===== src/rtl/div_pkg.sv =====
// Shared definitions for the EX-stage multi-cycle divider: state encoding,
// operand width, iteration counter width and the divide-by-zero quotient.
package div_pkg;

  localparam int DIV_WIDTH = 32;
  localparam int CNT_W     = $clog2(DIV_WIDTH);

  // Quotient delivered for any divide by zero, signed or unsigned.
  localparam logic [DIV_WIDTH-1:0] DIV_ZERO_QUO = {DIV_WIDTH{1'b1}};

  typedef enum logic [1:0] {
    ST_IDLE = 2'd0,
    ST_BUSY = 2'd1,
    ST_DONE = 2'd2
  } div_state_e;

endpackage


===== src/rtl/div_step.sv =====
// One radix-2 restoring divide iteration: shift the next dividend bit into the
// partial remainder, trial-subtract the divisor magnitude on WIDTH+1 bits and
// keep the difference only when it did not go negative.
module div_step
  import div_pkg::*;
#(
  parameter int WIDTH = DIV_WIDTH
) (
  input  logic [WIDTH-1:0] rem_in,
  input  logic             bit_in,
  input  logic [WIDTH-1:0] dvs_mag,
  output logic [WIDTH-1:0] rem_out,
  output logic             q_bit
);

  logic [WIDTH:0] shifted_s;
  logic [WIDTH:0] diff_s;

  // Trial subtraction; the top bit of the difference is the borrow.
  always_comb begin
    shifted_s = {rem_in, bit_in};
    diff_s    = shifted_s - {1'b0, dvs_mag};
    if (diff_s[WIDTH] == 1'b0) begin
      q_bit   = 1'b1;
      rem_out = diff_s[WIDTH-1:0];
    end else begin
      q_bit   = 1'b0;
      rem_out = shifted_s[WIDTH-1:0];
    end
  end

endmodule


===== src/rtl/mips_div_unit.sv =====
// EX-stage DIV/DIVU unit: radix-2 restoring divider that stalls the pipe while
// iterating and presents {remainder, quotient} for the HI/LO write.
// Optional build macro DIV_ZERO_FAST_EN: a zero divisor completes in one cycle
// instead of running the full iteration sequence.
module mips_div_unit
  import div_pkg::*;
#(
  parameter int WIDTH = DIV_WIDTH
) (
  input  logic               clk,
  input  logic               resetn,
  input  logic               div_valid,
  input  logic               signed_div,
  input  logic [WIDTH-1:0]   dividend,
  input  logic [WIDTH-1:0]   divisor,
  input  logic               annul,
  input  logic               ex_advance,
  output logic               stall_div,
  output logic               ready,
  output logic [2*WIDTH-1:0] result
);

  localparam int CW = (WIDTH == DIV_WIDTH) ? CNT_W : $clog2(WIDTH);
  localparam logic [WIDTH-1:0] ZERO_QUO =
    (WIDTH == DIV_WIDTH) ? WIDTH'(DIV_ZERO_QUO) : {WIDTH{1'b1}};
  localparam logic [WIDTH-1:0] ONE = {{(WIDTH-1){1'b0}}, 1'b1};

  div_state_e         state_q, state_d;
  logic [CW-1:0]      cnt_q, cnt_d;
  logic [WIDTH-1:0]   quo_q, quo_d;         // dividend bits out, quotient bits in
  logic [WIDTH-1:0]   rem_q, rem_d;         // partial remainder
  logic [WIDTH-1:0]   dvs_q, dvs_d;         // divisor magnitude
  logic [WIDTH-1:0]   raw_dvd_q, raw_dvd_d; // unmodified rs for divide by zero
  logic               zero_q, zero_d;
  logic               neg_quo_q, neg_quo_d;
  logic               neg_rem_q, neg_rem_d;
  logic [2*WIDTH-1:0] result_q, result_d;

  logic               start_s;
  logic               dvd_neg_s;
  logic               dvs_neg_s;
  logic [WIDTH-1:0]   step_rem_s;
  logic               step_q_s;
  logic [WIDTH-1:0]   fin_quo_s;
  logic [WIDTH-1:0]   fin_rem_s;

  div_step #(.WIDTH(WIDTH)) u_step (
    .rem_in  (rem_q),
    .bit_in  (quo_q[WIDTH-1]),
    .dvs_mag (dvs_q),
    .rem_out (step_rem_s),
    .q_bit   (step_q_s)
  );

  assign start_s   = div_valid & ~annul;
  assign dvd_neg_s = signed_div & dividend[WIDTH-1];
  assign dvs_neg_s = signed_div & divisor[WIDTH-1];
  assign fin_quo_s = {quo_q[WIDTH-2:0], step_q_s};
  assign fin_rem_s = step_rem_s;

  assign ready  = (state_q == ST_DONE);
  assign result = result_q;

  // Next-state, iteration datapath, sign fix-up and pipeline stall.
  always_comb begin
    state_d   = state_q;
    cnt_d     = cnt_q;
    quo_d     = quo_q;
    rem_d     = rem_q;
    dvs_d     = dvs_q;
    raw_dvd_d = raw_dvd_q;
    zero_d    = zero_q;
    neg_quo_d = neg_quo_q;
    neg_rem_d = neg_rem_q;
    result_d  = result_q;
    stall_div = 1'b0;
    case (state_q)
      ST_IDLE: begin
        stall_div = start_s;
        if (start_s) begin
          quo_d     = dvd_neg_s ? (~dividend + ONE) : dividend;
          dvs_d     = dvs_neg_s ? (~divisor + ONE) : divisor;
          rem_d     = {WIDTH{1'b0}};
          raw_dvd_d = dividend;
          zero_d    = (divisor == {WIDTH{1'b0}});
          neg_quo_d = dvd_neg_s ^ dvs_neg_s;
          neg_rem_d = dvd_neg_s;
          cnt_d     = {CW{1'b0}};
`ifdef DIV_ZERO_FAST_EN
          if (divisor == {WIDTH{1'b0}}) begin
            state_d  = ST_DONE;
            result_d = {dividend, ZERO_QUO};
          end else begin
            state_d  = ST_BUSY;
          end
`else
          state_d   = ST_BUSY;
`endif
        end else begin
          state_d = ST_IDLE;
        end
      end
      ST_BUSY: begin
        stall_div = 1'b1;
        if (annul) begin
          state_d = ST_IDLE;
          cnt_d   = {CW{1'b0}};
        end else begin
          rem_d = step_rem_s;
          quo_d = fin_quo_s;
          cnt_d = cnt_q + {{(CW-1){1'b0}}, 1'b1};
          if (cnt_q == CW'(WIDTH - 1)) begin
            state_d = ST_DONE;
            cnt_d   = {CW{1'b0}};
            if (zero_q) begin
              result_d = {raw_dvd_q, ZERO_QUO};
            end else begin
              result_d = {(neg_rem_q ? (~fin_rem_s + ONE) : fin_rem_s),
                          (neg_quo_q ? (~fin_quo_s + ONE) : fin_quo_s)};
            end
          end else begin
            state_d = ST_BUSY;
          end
        end
      end
      ST_DONE: begin
        if (ex_advance || annul) begin
          state_d = ST_IDLE;
        end else begin
          state_d = ST_DONE;
        end
      end
      default: begin
        state_d = ST_IDLE;
        cnt_d   = {CW{1'b0}};
      end
    endcase
  end

  // State, counter and operand/result registers with asynchronous reset.
  always_ff @(posedge clk or negedge resetn) begin
    if (!resetn) begin
      state_q   <= ST_IDLE;
      cnt_q     <= {CW{1'b0}};
      quo_q     <= {WIDTH{1'b0}};
      rem_q     <= {WIDTH{1'b0}};
      dvs_q     <= {WIDTH{1'b0}};
      raw_dvd_q <= {WIDTH{1'b0}};
      zero_q    <= 1'b0;
      neg_quo_q <= 1'b0;
      neg_rem_q <= 1'b0;
      result_q  <= {(2*WIDTH){1'b0}};
    end else begin
      state_q   <= state_d;
      cnt_q     <= cnt_d;
      quo_q     <= quo_d;
      rem_q     <= rem_d;
      dvs_q     <= dvs_d;
      raw_dvd_q <= raw_dvd_d;
      zero_q    <= zero_d;
      neg_quo_q <= neg_quo_d;
      neg_rem_q <= neg_rem_d;
      result_q  <= result_d;
    end
  end

endmodule


===== config.mk =====
export PLATFORM = sky130hd
export DESIGN_NAME = mips_div_unit
export DESIGN_NICKNAME = d
export VERILOG_FILES = /design/src/rtl/div_pkg.sv /design/src/rtl/div_step.sv /design/src/rtl/mips_div_unit.sv
export SDC_FILE = /design/constraint.sdc
export NUM_CORES = 1
export LEC_CHECK = 0
export BUFFER_PORTS_ARGS = -buffer_cell sky130_fd_sc_hd__buf_2
export CAP_MARGIN = 20
export CORE_MARGIN = 2
export CORE_UTILIZATION = 45
export DETAILED_ROUTE_END_ITERATION = 7
export GPL_ROUTABILITY_DRIVEN = 0
export PLACE_DENSITY_LB_ADDON = 0.25
export SETUP_SLACK_MARGIN = 0.2
export SLEW_MARGIN = 20
export SYNTH_ARGS = -nofsm -noshare
export SYNTH_HDL_FRONTEND = slang
export SYNTH_SLANG_ARGS = --single-unit

===== constraint.sdc =====
create_clock -name clk -period 12.04 [get_ports clk]
set_input_delay 2.408 -clock clk [delete_from_list [all_inputs] [get_ports clk]]
set_output_delay 2.408 -clock clk [all_outputs]
set_load 0.02 [all_outputs]

==> summary.md <==
| Metric | Value |
|---|---|
| Outcome | `complete, no violations` |
| Fraction of the mapped netlist area in compound gates | `0.226` |
| DR vias/cell | `5.87` |
| Count of endpoints failing setup in the final report | `0` |
| Clock tree root driver cell | `sky130_fd_sc_hd__clkbuf_16` |
| Maximum VDD drop | `approximately 0.16 mV` |
| Relative contribution of combinational cells to total power | `0.532` |
| Die Wd | `approximately 180 µm` |
| Worst hold path stage count | `2` |
| Worst endpoint required time | `about 12 ns` |
| Kind of start point of the critical path | `flip-flop` |
| Worst-skew pair later-pin latency | `between 0.5 and 0.6 ns` |
| Gate count of the mapped netlist | `between 1,500 and 2,000` |
| Endpoint kind of the worst setup timing path | `flip-flop` |
| First-pass GRT wire length | `between 60,000 and 70,000 µm` |
| Global route overflow | `0` |
| Pin count of the biggest net entering global routing | `83` |
| Synth Flop Type | `sky130_fd_sc_hd__dfrtp_1` |
| Minimum hold slack | `roughly 0.47 ns` |
| Initial antenna violation count | `1` |
| Routed length per placed instance | `about 18 µm` |
| Share of flip-flops with an asynchronous set or reset after synthesis | `1.00` |
| Synth-to-layout area growth | `13.7%` |
| Achievable frequency | `between 150 and 200 MHz` |
| Fraction of the mapped netlist area in simple logic gates | `0.217` |
| Number of H-tree levels | `1` |
| RSZ-0062 raised after global routing | `no` |
| Maximum fanout count along the critical path | `slightly above 50` |
| Portion of the post-synthesis area used by sequential elements | `0.374` |
| Detailed Route Iter0 Violations | `1,136` |
| Clock tree skew after final layout | `0.0164 ns` |
| Final worst path period need | `between 6 and 7 ns` |
| Total die area | `roughly 31,000 µm²` |
| Aggregate negative setup slack | `0 ns` |
| Synthesized cell area | `between 10,000 and 15,000 µm²` |
| Largest buffer count on any clock path | `3` |
| CTS sink count | `between 200 and 250` |
| Count of cell types in the netlist | `82` |
| Cts-stage hold buffer count | `0` |
| Number of I/O pins | `136` |
| HPWL after detailed placement | `approximately 30,000 µm` |
| Total power per unit cell area | `~240 nW/µm²` |
| Xor-xnor portion of the synthesized cell area | `0.0835` |
| CTS clk-pin slew, worst paths | `about 0.060 ns` |
| Post-synth net total | `1,791` |
| Number of buffers created by CTS | `24` |
| Post-CTS setup buffer count | `0` |
| Cells resized by post-CTS repair | `0` |
| # nets final | `around 1,900` |
| Remaining DRCs | `0` |
| Portion of total power attributed to sequential cells | `0.252` |
| Global Route Usage Sum | `0.258` |
| Largest family of logic cells by synthesized area | `compound AO/OA/AOI/OAI gates` |
| Static leakage | `slightly above 7 nW` |
| Count of antenna-violating nets left after detailed routing | `0` |
| CTS tree | `built` |
| Seq cells post-synth | `202` |
| Internal Pwr Total | `1.99 mW` |
| Maximum Capacitance Violations | `0` |
| Switching part of the total | `0.461` |
| Routed vias | `12,800` |
| Synthesized area per cell | `between 8 and 9 µm²` |
| Commonest non-fill, non-tap cell in the layout | `sky130_fd_sc_hd__nand2_1` |
| CP Class | `reg -> reg` |
| Placeable Area | `between 20,000 and 30,000 µm²` |
| Count of pins over their slew limit | `0` |
| Share of cells above drive strength 1 | `0.127` |
| Number of global-route vias before repair | `roughly 12,000` |
| Routed wire length | `between 40,000 and 50,000 µm` |
| Most used cells in the layout excluding fill and tap cells | `sky130_fd_sc_hd__nand2_1, sky130_fd_sc_hd__dfrtp_1, sky130_fd_sc_hd__o21ai_0, sky130_fd_sc_hd__a21oi_1, sky130_fd_sc_hd__nor2_1` |
| Worst rel slew slack | `0.348` |
| Die Y-Extent | `around 180 µm` |
| Switching power of the nets | `1.70 mW` |
| Slew @ Worst Pin | `0.969 ns` |
| Initial standard-cell utilization of the core | `0.456` |
| Number of buffers inserted by port buffering | `135` |
| Std-Cell Rows | `63` |
| Drt first pass iters | `5` |
| Arrival @ worst endpoint | `roughly 6.6 ns` |
| Final period utilization | `0.513` |
| Warning count from the yosys run | `0` |
| Number of cell instances on the worst register-to-register path | `20` |
| Share of synthesized area spent on multiplexers | `0.0231` |
| Adder and majority gate portion of the synthesized area | `0.0366` |
| Clock share of power | `0.216` |
| Total count of hold-check failures in the final report | `0` |
| Classification of the worst-slack hold path | `reg -> reg` |
| Number of enable flip-flop cells after synthesis | `0` |
## sequential cells by signal, indices dropped and copies added, names as in the netlist
signal,flops
cnt_q,5
dvs_q,32
neg_quo_q,1
neg_rem_q,1
quo_q,32
raw_dvd_q,32
rem_q,32
result,64
state_q,2
zero_q,1
## stage by stage
stage	instances	instance area [µm²]	power, mW	setup slack, ns	util
after global placement	2137	14500	2.82	6.26	0.489
after CTS	2181	15400	3.67	5.99	0.518
final	2182	15400	3.69	5.86	0.519
after global routing	2181	15400	3.95	5.44	0.519
after floorplan	1682	13500	2.36	6.70	-
after detailed placement	2137	14500	2.85	6.02	0.489
## area by class of cell
cell class,instances,area (µm²)
antenna,1,2.50
clock buffer,33,674
clock inverter,11,194
fill,2955,14300
inverter,54,203
multi-input combinational,1341,7960
sequential,202,5060
tap,390,488
timing repair buffer,150,801
## logic make-up (layout without fill, tap and decap cells)
group / count (synthesis) / after routing
simple gates: 640 / 640
flops: 202 / 202
mux: 31 / 31
other cells: 0 / 1
fa+ha+maj: 39 / 39
buf+inv: 139 / 248
compound gates: 502 / 502
xor+xnor: 129 / 129
## metal layers
layer  wire length (µm)  vias to the layer above  track usage
li1                   -                     6133            -
met1              18300                     6183        0.373
met2              18500                      417        0.409
met3               2670                       67       0.0377
met4                754                        0       0.0567
met5                  0                        -            0
## power by group through the flow
stage | logic, mW | registers, mW | clock network, mW
3_5_place_dp | 1.92 | 0.934 | 0
5_1_grt | 2.16 | 0.944 | 0.844
4_1_cts | 1.93 | 0.924 | 0.813
3_3_place_gp | 1.90 | 0.928 | 0
2_1_floorplan | 1.47 | 0.892 | 0
6_report | 1.96 | 0.928 | 0.798
## worst max-delay path, cell delays in order (launching register included)
cell	delay, ns
sky130_fd_sc_hd__dfrtp_1	0.39
sky130_fd_sc_hd__inv_1	0.06
sky130_fd_sc_hd__ha_1	0.20
sky130_fd_sc_hd__fa_1	0.40
sky130_fd_sc_hd__nand2b_1	0.19
sky130_fd_sc_hd__a211oi_2	0.44
sky130_fd_sc_hd__o21ai_2	0.20
sky130_fd_sc_hd__a311oi_4	0.39
sky130_fd_sc_hd__o31a_1	0.51
sky130_fd_sc_hd__nor2_4	0.09
sky130_fd_sc_hd__inv_2	0.67
sky130_fd_sc_hd__nor2_1	0.08
sky130_fd_sc_hd__a21oi_1	0.27
sky130_fd_sc_hd__ha_1	0.35
sky130_fd_sc_hd__inv_1	0.14
sky130_fd_sc_hd__or3_1	0.43
sky130_fd_sc_hd__o32ai_4	0.32
sky130_fd_sc_hd__nand4_1	0.19
sky130_fd_sc_hd__or4b_1	0.51
sky130_fd_sc_hd__nand3_1	0.10
sky130_fd_sc_hd__a21oi_1	0.07
## Yosys cell counts (all sizes together), types with 7 or more instances
| cell type | number | share of area |
|---|---|---|
| a21oi | 168 | 0.063 |
| or3 | 28 | 0.013 |
| nor4 | 26 | 0.013 |
| xnor2 | 60 | 0.039 |
| a21o | 11 | 0.0061 |
| a211oi | 10 | 0.0067 |
| a31oi | 13 | 0.0060 |
| nand2b | 11 | 0.0051 |
| clkbuf | 67 | 0.019 |
| ha | 38 | 0.035 |
| dfrtp | 202 | 0.37 |
| nand4 | 10 | 0.0056 |
| nor2 | 150 | 0.042 |
| nand2 | 289 | 0.080 |
| o21a | 17 | 0.0094 |
| o21ai | 193 | 0.072 |
| nor3 | 31 | 0.011 |
| and3 | 10 | 0.0046 |
| o41ai | 8 | 0.0057 |
| or4 | 13 | 0.0075 |
| buf | 18 | 0.0068 |
| xor2 | 69 | 0.045 |
| or2 | 9 | 0.0042 |
| o211ai | 7 | 0.0043 |
| nand3 | 26 | 0.0096 |
| o31ai | 28 | 0.018 |
| mux2i | 29 | 0.021 |
| a22o | 8 | 0.0052 |
| inv | 54 | 0.015 |
| and2 | 10 | 0.0046 |
| nand3b | 8 | 0.0044 |
## worst paths after layout
path / from / endpoint / slack [ns]
setup / recovery: quo_q[31]$_DFFE_PN0P_ / result[56]$_DFFE_PN0P_ / 5.86
hold / removal: raw_dvd_q[31]$_DFFE_PN0P_ / raw_dvd_q[31]$_DFFE_PN0P_ / 0.47
setup reg to reg: quo_q[31]$_DFFE_PN0P_ / result[56]$_DFFE_PN0P_ / 5.86
hold reg to reg: raw_dvd_q[31]$_DFFE_PN0P_ / raw_dvd_q[31]$_DFFE_PN0P_ / 0.47
max in group asynchronous: resetn / rem_q[14]$_DFFE_PN0P_ / 8.17
min in group asynchronous: resetn / dvs_q[19]$_DFFE_PN0P_ / 1.85
Power figures use the tool's default switching activity.
